File: src/rtl/fetch_unit.sv
// fetch_unit: instruction fetch stage feeding decode.
// Holds the PC, issues word reads to instruction memory over a valid/ready
// channel with in-order responses, buffers returned words with their PCs and
// redirects on taken jumps, discarding wrong-path fetches.
// Optional feature: define FETCH_ALIGN_TRAP_EN to add fetch_fault/fetch_fault_pc,
// which trap a redirect to a misaligned target and halt fetching.
`timescale 1ns/1ps

`ifndef SEL_PC_WIDTH
`define SEL_PC_WIDTH 2
`endif
`ifndef SEL_PC_ADD4
`define SEL_PC_ADD4 2'd0
`endif
`ifndef SEL_PC_JAL
`define SEL_PC_JAL 2'd1
`endif
`ifndef SEL_PC_JALR
`define SEL_PC_JALR 2'd2
`endif

module fetch_unit #(
    parameter logic [31:0] RESET_PC  = 32'h0000_0000,
    parameter int          BUF_DEPTH = 2
) (
    input  logic                     clk,
    input  logic                     rst,
    input  logic [`SEL_PC_WIDTH-1:0] pc_sel,
    input  logic [31:0]              pc_target,
    output logic                     imem_req_valid,
    input  logic                     imem_req_ready,
    output logic [31:0]              imem_req_addr,
    input  logic                     imem_rsp_valid,
    input  logic [31:0]              imem_rsp_data,
    output logic [31:0]              code,
    output logic [31:0]              code_pc,
    output logic                     code_valid,
    input  logic                     code_ready
`ifdef FETCH_ALIGN_TRAP_EN
    ,
    output logic                     fetch_fault,
    output logic [31:0]              fetch_fault_pc
`endif
);

    localparam int          AW      = $clog2(BUF_DEPTH);
    localparam int          CW      = $clog2(BUF_DEPTH + 1);
    localparam logic [CW:0] DEPTH_C = (CW + 1)'(BUF_DEPTH);
    localparam logic [31:0] NOP     = 32'h0000_0013;

    logic [31:0]   fetch_pc;
    logic [CW-1:0] outstanding;
    logic [CW-1:0] outstanding_next;
    logic [CW-1:0] drop;
    logic [CW-1:0] buf_count;
    logic [AW-1:0] buf_wr;
    logic [AW-1:0] buf_rd;
    logic [AW-1:0] pcq_wr;
    logic [AW-1:0] pcq_rd;
    logic [31:0]   buf_code [BUF_DEPTH];
    logic [31:0]   buf_pc   [BUF_DEPTH];
    logic [31:0]   pcq_mem  [BUF_DEPTH];
    logic [CW:0]   in_use;
    logic          pop;
    logic          redirect;
    logic          req_fire;
    logic          rsp_keep;
    logic          halted;

`ifdef FETCH_ALIGN_TRAP_EN
    assign halted = fetch_fault;
`else
    assign halted = 1'b0;
`endif

    // Issue/accept decisions; the slot freed by this cycle's pop counts as free
    // so a steady stream sustains one instruction per cycle with two entries.
    always_comb begin
        code_valid       = (buf_count != '0);
        pop              = code_valid && code_ready;
        redirect         = pop && (pc_sel != `SEL_PC_ADD4);
        in_use           = {1'b0, outstanding} + {1'b0, buf_count} - {{CW{1'b0}}, pop};
        imem_req_valid   = !rst && !halted && !redirect && (in_use < DEPTH_C);
        imem_req_addr    = fetch_pc;
        req_fire         = imem_req_valid && imem_req_ready;
        rsp_keep         = imem_rsp_valid && (drop == '0) && !redirect;
        outstanding_next = outstanding;
        if (req_fire && !imem_rsp_valid) begin
            outstanding_next = outstanding + 1'b1;
        end else if (!req_fire && imem_rsp_valid) begin
            outstanding_next = outstanding - 1'b1;
        end
        code    = code_valid ? buf_code[buf_rd] : NOP;
        code_pc = code_valid ? buf_pc[buf_rd]   : fetch_pc;
    end

    // PC, counters and FIFO pointers; a redirect flushes everything and turns
    // every request still in flight into a drop.
    always_ff @(posedge clk) begin
        if (rst) begin
            fetch_pc    <= RESET_PC;
            outstanding <= '0;
            drop        <= '0;
            buf_count   <= '0;
            buf_wr      <= '0;
            buf_rd      <= '0;
            pcq_wr      <= '0;
            pcq_rd      <= '0;
        end else begin
            outstanding <= outstanding_next;
            if (redirect) begin
                fetch_pc  <= pc_target & 32'hFFFF_FFFC;
                drop      <= outstanding_next;
                buf_count <= '0;
                buf_wr    <= '0;
                buf_rd    <= '0;
                pcq_rd    <= pcq_wr;
            end else begin
                if (req_fire) begin
                    fetch_pc <= fetch_pc + 32'd4;
                    pcq_wr   <= pcq_wr + 1'b1;
                end
                if (imem_rsp_valid && (drop != '0)) begin
                    drop <= drop - 1'b1;
                end
                if (rsp_keep) begin
                    buf_wr <= buf_wr + 1'b1;
                    pcq_rd <= pcq_rd + 1'b1;
                end
                if (pop) begin
                    buf_rd <= buf_rd + 1'b1;
                end
                if (rsp_keep && !pop) begin
                    buf_count <= buf_count + 1'b1;
                end else if (!rsp_keep && pop) begin
                    buf_count <= buf_count - 1'b1;
                end
            end
        end
    end

    // Storage for issued addresses and returned words; contents need no reset
    // because the pointers define what is valid.
    always_ff @(posedge clk) begin
        if (req_fire) begin
            pcq_mem[pcq_wr] <= fetch_pc;
        end
        if (rsp_keep) begin
            buf_code[buf_wr] <= imem_rsp_data;
            buf_pc[buf_wr]   <= pcq_mem[pcq_rd];
        end
    end

`ifdef FETCH_ALIGN_TRAP_EN
    // Sticky trap on the first redirect to a target that is not word aligned.
    always_ff @(posedge clk) begin
        if (rst) begin
            fetch_fault    <= 1'b0;
            fetch_fault_pc <= 32'h0000_0000;
        end else if (redirect && !fetch_fault && (pc_target[1:0] != 2'b00)) begin
            fetch_fault    <= 1'b1;
            fetch_fault_pc <= pc_target;
        end
    end
`endif

endmodule
File: config.mk
export PLATFORM = sky130hd
export DESIGN_NAME = fetch_unit
export DESIGN_NICKNAME = d
export VERILOG_FILES = /design/src/rtl/fetch_unit.sv
export SDC_FILE = /design/constraint.sdc
export NUM_CORES = 1
export LEC_CHECK = 0
export ABC_AREA = 1
export CORE_AREA = 2 2 145 147
export DETAILED_ROUTE_END_ITERATION = 6
export DIE_AREA = 0 0 147 149
export PLACE_DENSITY = 0.77
export SYNTH_ARGS = -nofsm -noshare
export SYNTH_HDL_FRONTEND = slang
export SYNTH_SLANG_ARGS = --single-unit
File: constraint.sdc
create_clock -name clk -period 4.5 [get_ports clk]
set_clock_uncertainty 0.1 [all_clocks]
set_input_delay 1.125 -clock clk [delete_from_list [all_inputs] [get_ports clk]]
set_output_delay 1.125 -clock clk [all_outputs]
set_load 0.01 [all_outputs]
== After elaboration in Yosys (flattened, before gate mapping) ==
Memories as Yosys holds them, arrays and structs flattened. A register that Yosys moved wholly into a read port is not among the register bits.
Cells that the tools add are included.

* Flip-flop bits (word level): 42
* RAM bits: 192
* Input bits: 71
* Output and inout bits: 98
* Word-level logic and storage cells: 76
* Memories: 3

* Add/subtract/negate cells: 12
* $lt $le $gt $ge: 1
* Multiplexer cells: 22
* Bitwise logic cells: 1
* Reduce and logical (&&, ||, !) cells: 28

{| class="wikitable"
|+ Memories
! memory !! words !! bits a word !! rd ports !! clocked after Yosys merged registers in !! wr ports !! RTL line !! source
|-
| buf_code || 2 || 32 || 1 || 1 || 1 || 60 || <nowiki>logic [31:0] buf_code [BUF_DEPTH];</nowiki>
|-
| buf_pc || 2 || 32 || 1 || 1 || 1 || 61 || <nowiki>logic [31:0] buf_pc [BUF_DEPTH];</nowiki>
|-
| pcq_mem || 2 || 32 || 1 || 1 || 1 || 62 || <nowiki>logic [31:0] pcq_mem [BUF_DEPTH];</nowiki>
|}

{| class="wikitable"
|+ Operators by type and width
! kind !! count
|-
| $mux W32 || 4
|-
| $add A32 B3 Y32 const B || 1
|-
| $reduce_bool A2 Y1 || 7
|-
| $logic_and A1 B1 Y1 || 12
|-
| $mux W1 || 12
|-
| $mux W2 || 6
|-
| $logic_not A1 Y1 || 6
|-
| $sub A2 B1 Y2 const B || 3
|-
| $add A1 B1 Y1 const B || 4
|-
| $add A2 B1 Y2 const B || 2
|-
| $add A2 B2 Y3 || 1
|-
| $lt A3 B2 Y1 const B || 1
|-
| $sub A3 B1 Y3 || 1
|-
| $logic_not A2 Y1 || 1
|-
| $reduce_and A2 Y1 || 1
|-
| $reduce_or A2 Y1 || 1
|-
| $not A1 Y1 || 1
|}

== Logic depth before layout (Yosys ltp) ==
* Depth after elaboration: 12
* Mapped depth: 19
* Mapped depth without buffers: 19

== Least setup slack after synthesis ==
No wires, ideal clock.

* Kind: input-to-reg
* From: input imem_rsp_valid
* To: memory buf_code[0][0], enable pin
* Library setup time: 0.484 ns
* Data arrival time: 4.291 ns
* Required time: 3.916 ns
* Setup slack: -0.375 ns
* Stages on the path: 5
* Path buffers: 1
* Cells stage by stage: clkbuf_1 -> nand2_1 -> nor2_1 -> inv_1 -> nor2_1

* Longest elaborated chain between the ends: 4

{| class="wikitable"
|+ Ends and longest elaborated chain
! what !! RTL line !! source
|-
| start: declaration || 33 || <nowiki>input logic imem_rsp_valid,</nowiki>
|-
| $logic_and A1 B1 Y1 (2 in a row) || 86 || <nowiki>rsp_keep = imem_rsp_valid && (drop == '0) && !redirect;</nowiki>
|-
| named net rsp_keep || 67 || <nowiki>logic rsp_keep;</nowiki>
|-
| $mux W1 || 148 || <nowiki>if (rsp_keep) begin</nowiki>
|-
| $mux W1 (implied by the code) || 149 || <nowiki>buf_code[buf_wr] <= imem_rsp_data;</nowiki>
|-
| end: declaration || 60 ||
|}

The timed path passes the listed nets, and every way through them passes these cells.

== Worst setup path in the final report ==
* From: input code_ready
* To: output imem_req_valid

* Longest elaborated chain between the ends: 5
* Elaborated cells between the ends (all ways): 7
* Those cells by class: 1 x add/sub; 1 x order compare; 5 x reduce/logical

{| class="wikitable"
|+ Ends and longest elaborated chain
! what !! RTL line !! source
|-
| start: declaration || 38 || <nowiki>input logic code_ready</nowiki>
|-
| $logic_and A1 B1 Y1 (*) || 80 || <nowiki>pop = code_valid && code_ready;</nowiki>
|-
| named net pop || 64 || <nowiki>logic pop;</nowiki>
|-
| parallel branches: the longest is 3 deep, another holds $sub A3 B1 Y3 || - ||
|-
| $logic_and A1 B1 Y1 (*) || 83 || <nowiki>imem_req_valid = !rst && !halted && !redirect && (in_use < DEPTH_C);</nowiki>
|-
| end: declaration || 30 || <nowiki>output logic imem_req_valid,</nowiki>
|}

Mark *: on every way through the listed nets, which the timed path passes.

==> run metrics <==
synth unique cells=42; clock share of power=24.8%; Root Driver=clkbuf_16; placed insts=1297; placed instance area=11700 sq um; Slowest Stage Delay on Critical Path=0.47 ns; Levels on crit path=10; Main synth FF type=edfxtp_1; final hold vios=0; Rows=53; Max-Cap Viols=0; EDFF count, synth=184; Critical Path RT=3.27 ns; routability cong.=0.905; remaining antenna violation count=0; # nets final=1125; maximum number of pins on one net before global-route repair=64; DRC=0; Post-Syn Instances=877; Cell Pwr Density=622 nW/um^2; Die X=147 microns; Seq pwr share=40.9%; die area=21900 sq um; Setup WS post-layout=0.151 ns; Lkg Pwr=0.00448 uW; ANT cells=0; Design Area, Final=12500 sq um; Int Power=5200 uW; GRT overflow=0; # IOs=169; Synth top cells by count=nand2_1, edfxtp_1, a21oi_1; Comb power frac=34.3%; Via density=5.35; element type at the critical path end=output pin; detailed placer's ending HPWL=15700 microns; Post-Route WL=24200 microns; top-area cell type share of the netlist area=57.1%; clock latency at the later pin of the worst-skew pair=0.52 ns; synthesized area=9680 sq um; delay-heaviest family, CP=buffers and inverters; switch share=33.0%; Tmin final=4.35 ns; f_max=230 MHz; Final Non-Filler Cells=1341; endpoints failing setup=0; worst path buffer plus inverter count=4; H-tree Lvls=1; GRT Overall Usage=21.8%; Worst Reg-to-Reg Cells=17; Setup CP Type=input pin to output pin; crit path max-delay cell type=clkdlybuf4s50_1; Slew Viols, Final=0; Worst Path Arrival=3.12 ns; VDD IR max=0.000418 V; Hold Path Stages=2; CTS Buf Count=24; global-route wire length before repair=37200 microns; synth warn=0; drt first pass iters=5; Synth area leaders=edfxtp_1, dfxtp_1, nand2_1, a21oi_1, mux2_2; CTS Buffer Depth=3; pre-CTS setup slack=-0.137 ns; DR iter-0 viols=597; Starting Density=47.1%; Die H=149 microns; crit path max fanout=2; Net Sw Power=2560 uW; CTS tree=built; RSZ-0062 raised after global routing=no; flop and latch count out of synthesis=226; CTS clk-pin slew, worst paths=0.06 ns; port buffer count=162; startpoint types=input pin; crit share post-route=96.6%; outcome=finished, final reports clean; hold slack=0.383 ns; Worst Hold Class=flop to flop; core area=20600 sq um; number of clock sinks=226; sequential element share of the synthesized area=65.8%; vias in the first global route=7059; ys async rst share=0%; Final Core Density=60.7%; Worst-Margin Slew=0.813 ns; slew margin rel.=45.8%; area leader, netlist=edfxtp_1; routed vias=7172; most common cell in the netlist=nand2_1; initial antenna violation count=0; drt wl/cell=18.0 microns; share of layout cells above drive strength 1=11.3%; Cell Chain, Critical Path=clkdlybuf4s50_1, nand2_1, inv_1, ha_1, inv_1, nand2_1, fa_1, o21ai_0, nor3_1, dlygate4sd2_1; Synth Area per Inst=11.0 sq um; Area Overhead vs Synth=29.0%
-- area by class of cell --
class                           count  area [sq um]
Tap cell                          275           344
Timing Repair Buffer              183          1830
Multi-Input combinational cell    546          2910
Clock buffer                       33           686
Clock inverter                     11          92.6
Sequential cell                   226          6370
Fill cell                        1642          8080
Inverter                           67           253
-- cells in the final DEF (no fill, tap or decap), types with 8 or more instances in the layout --
| cell type | n |
|---|---|
| inv_1 | 59 |
| edfxtp_1 | 184 |
| clkbuf_16 | 25 |
| clkdlybuf4s50_1 | 161 |
| nor3_1 | 8 |
| dfxtp_1 | 40 |
| xor2_1 | 12 |
| o21ai_0 | 13 |
| a21oi_1 | 89 |
| nand3_1 | 32 |
| buf_4 | 17 |
| nor2_1 | 47 |
| mux2_2 | 30 |
| a22oi_1 | 21 |
| a31oi_1 | 17 |
| nand2_1 | 223 |
-- timing repair --
| action | in CTS | in global routing |
|---|---|---|
| setup endpoints to repair | 1 | 0 |
| buffers inserted | 0 | 0 |
| hold buffers | 0 | 0 |
| resized for setup | 1 | 0 |
| endpoints found under the hold margin | 0 | 0 |
-- per-stage QoR --
step                      total power [uW]  TNS (ns)
after floorplan                       4580   -0.0542
after global placement                5800    -0.116
after detailed placement              5890    -0.137
after CTS                             7810         0
after global routing                  8160         0
final                                 7770         0
-- sequential cells by signal, summed over array words and instances, names as in the netlist, named ones only --
register and cells:
buf_rd 1, pcq_rd 1, buf_code 64, buf_wr 1, drop 2, pcq_mem 60, pcq_wr 1, outstanding 2
imem_req_addr 30, buf_count 2, buf_pc 60
-- power by group through the flow --
stage               Clock [uW]  Sequential (uW)  Combinational [uW]
floorplan                    0             3150                1440
global placement             0             3190                2610
detailed placement           0             3220                2670
CTS                       1950             3180                2680
global route              2030             3230                2900
finish                    1930             3180                2660
-- kinds of logic after synthesis --
kind of cell	count (synthesis)	synth area share, %
compound gates	150	8.78
xor+xnor	18	1.63
fa+ha+maj	6	0.853
buf+inv	108	4.49
flops	226	65.8
mux	30	3.49
other cells	1	0.0388
simple gates	338	14.9
-- final timing paths --
| kind | startpoint | to | slack [ns] |
|---|---|---|---|
| max reg2reg | buf_count[1]$_SDFFE_PP0P_ | imem_req_addr[17]$_SDFFE_PP0P_ | 1.38 |
| min reg2reg | buf_count[0]$_SDFFE_PP0P_ | buf_count[0]$_SDFFE_PP0P_ | 0.38 |
| min | buf_count[0]$_SDFFE_PP0P_ | buf_count[0]$_SDFFE_PP0P_ | 0.38 |
| max | code_ready | imem_req_valid | 0.15 |
-- worst register-to-register path, cell delays in order (launching register included) --
cell      delay, ns
dfxtp_1        0.32
inv_1          0.11
nand2_4        0.10
nand2_1        0.09
inv_1          0.05
ha_1           0.26
inv_1          0.05
nand2_1        0.06
fa_1           0.47
o21ai_0        0.11
nor2_1         0.20
nand4_4        0.27
nand2_2        0.16
clkinv_2       0.28
nand2_1        0.17
o211ai_1       0.12
nand2_1        0.08
inv_1          0.04
-- metal layers --
layer | GRT usage [%] | vias to the layer above | wire length, microns
li1 | - | 3382 | -
met1 | 28.6 | 3426 | 10100
met2 | 37.0 | 308 | 11500
met3 | 3.61 | 56 | 1770
met4 | 7.79 | 0 | 779
met5 | 0 | - | 0
No activity file was read; power rests on OpenSTA's default activity.
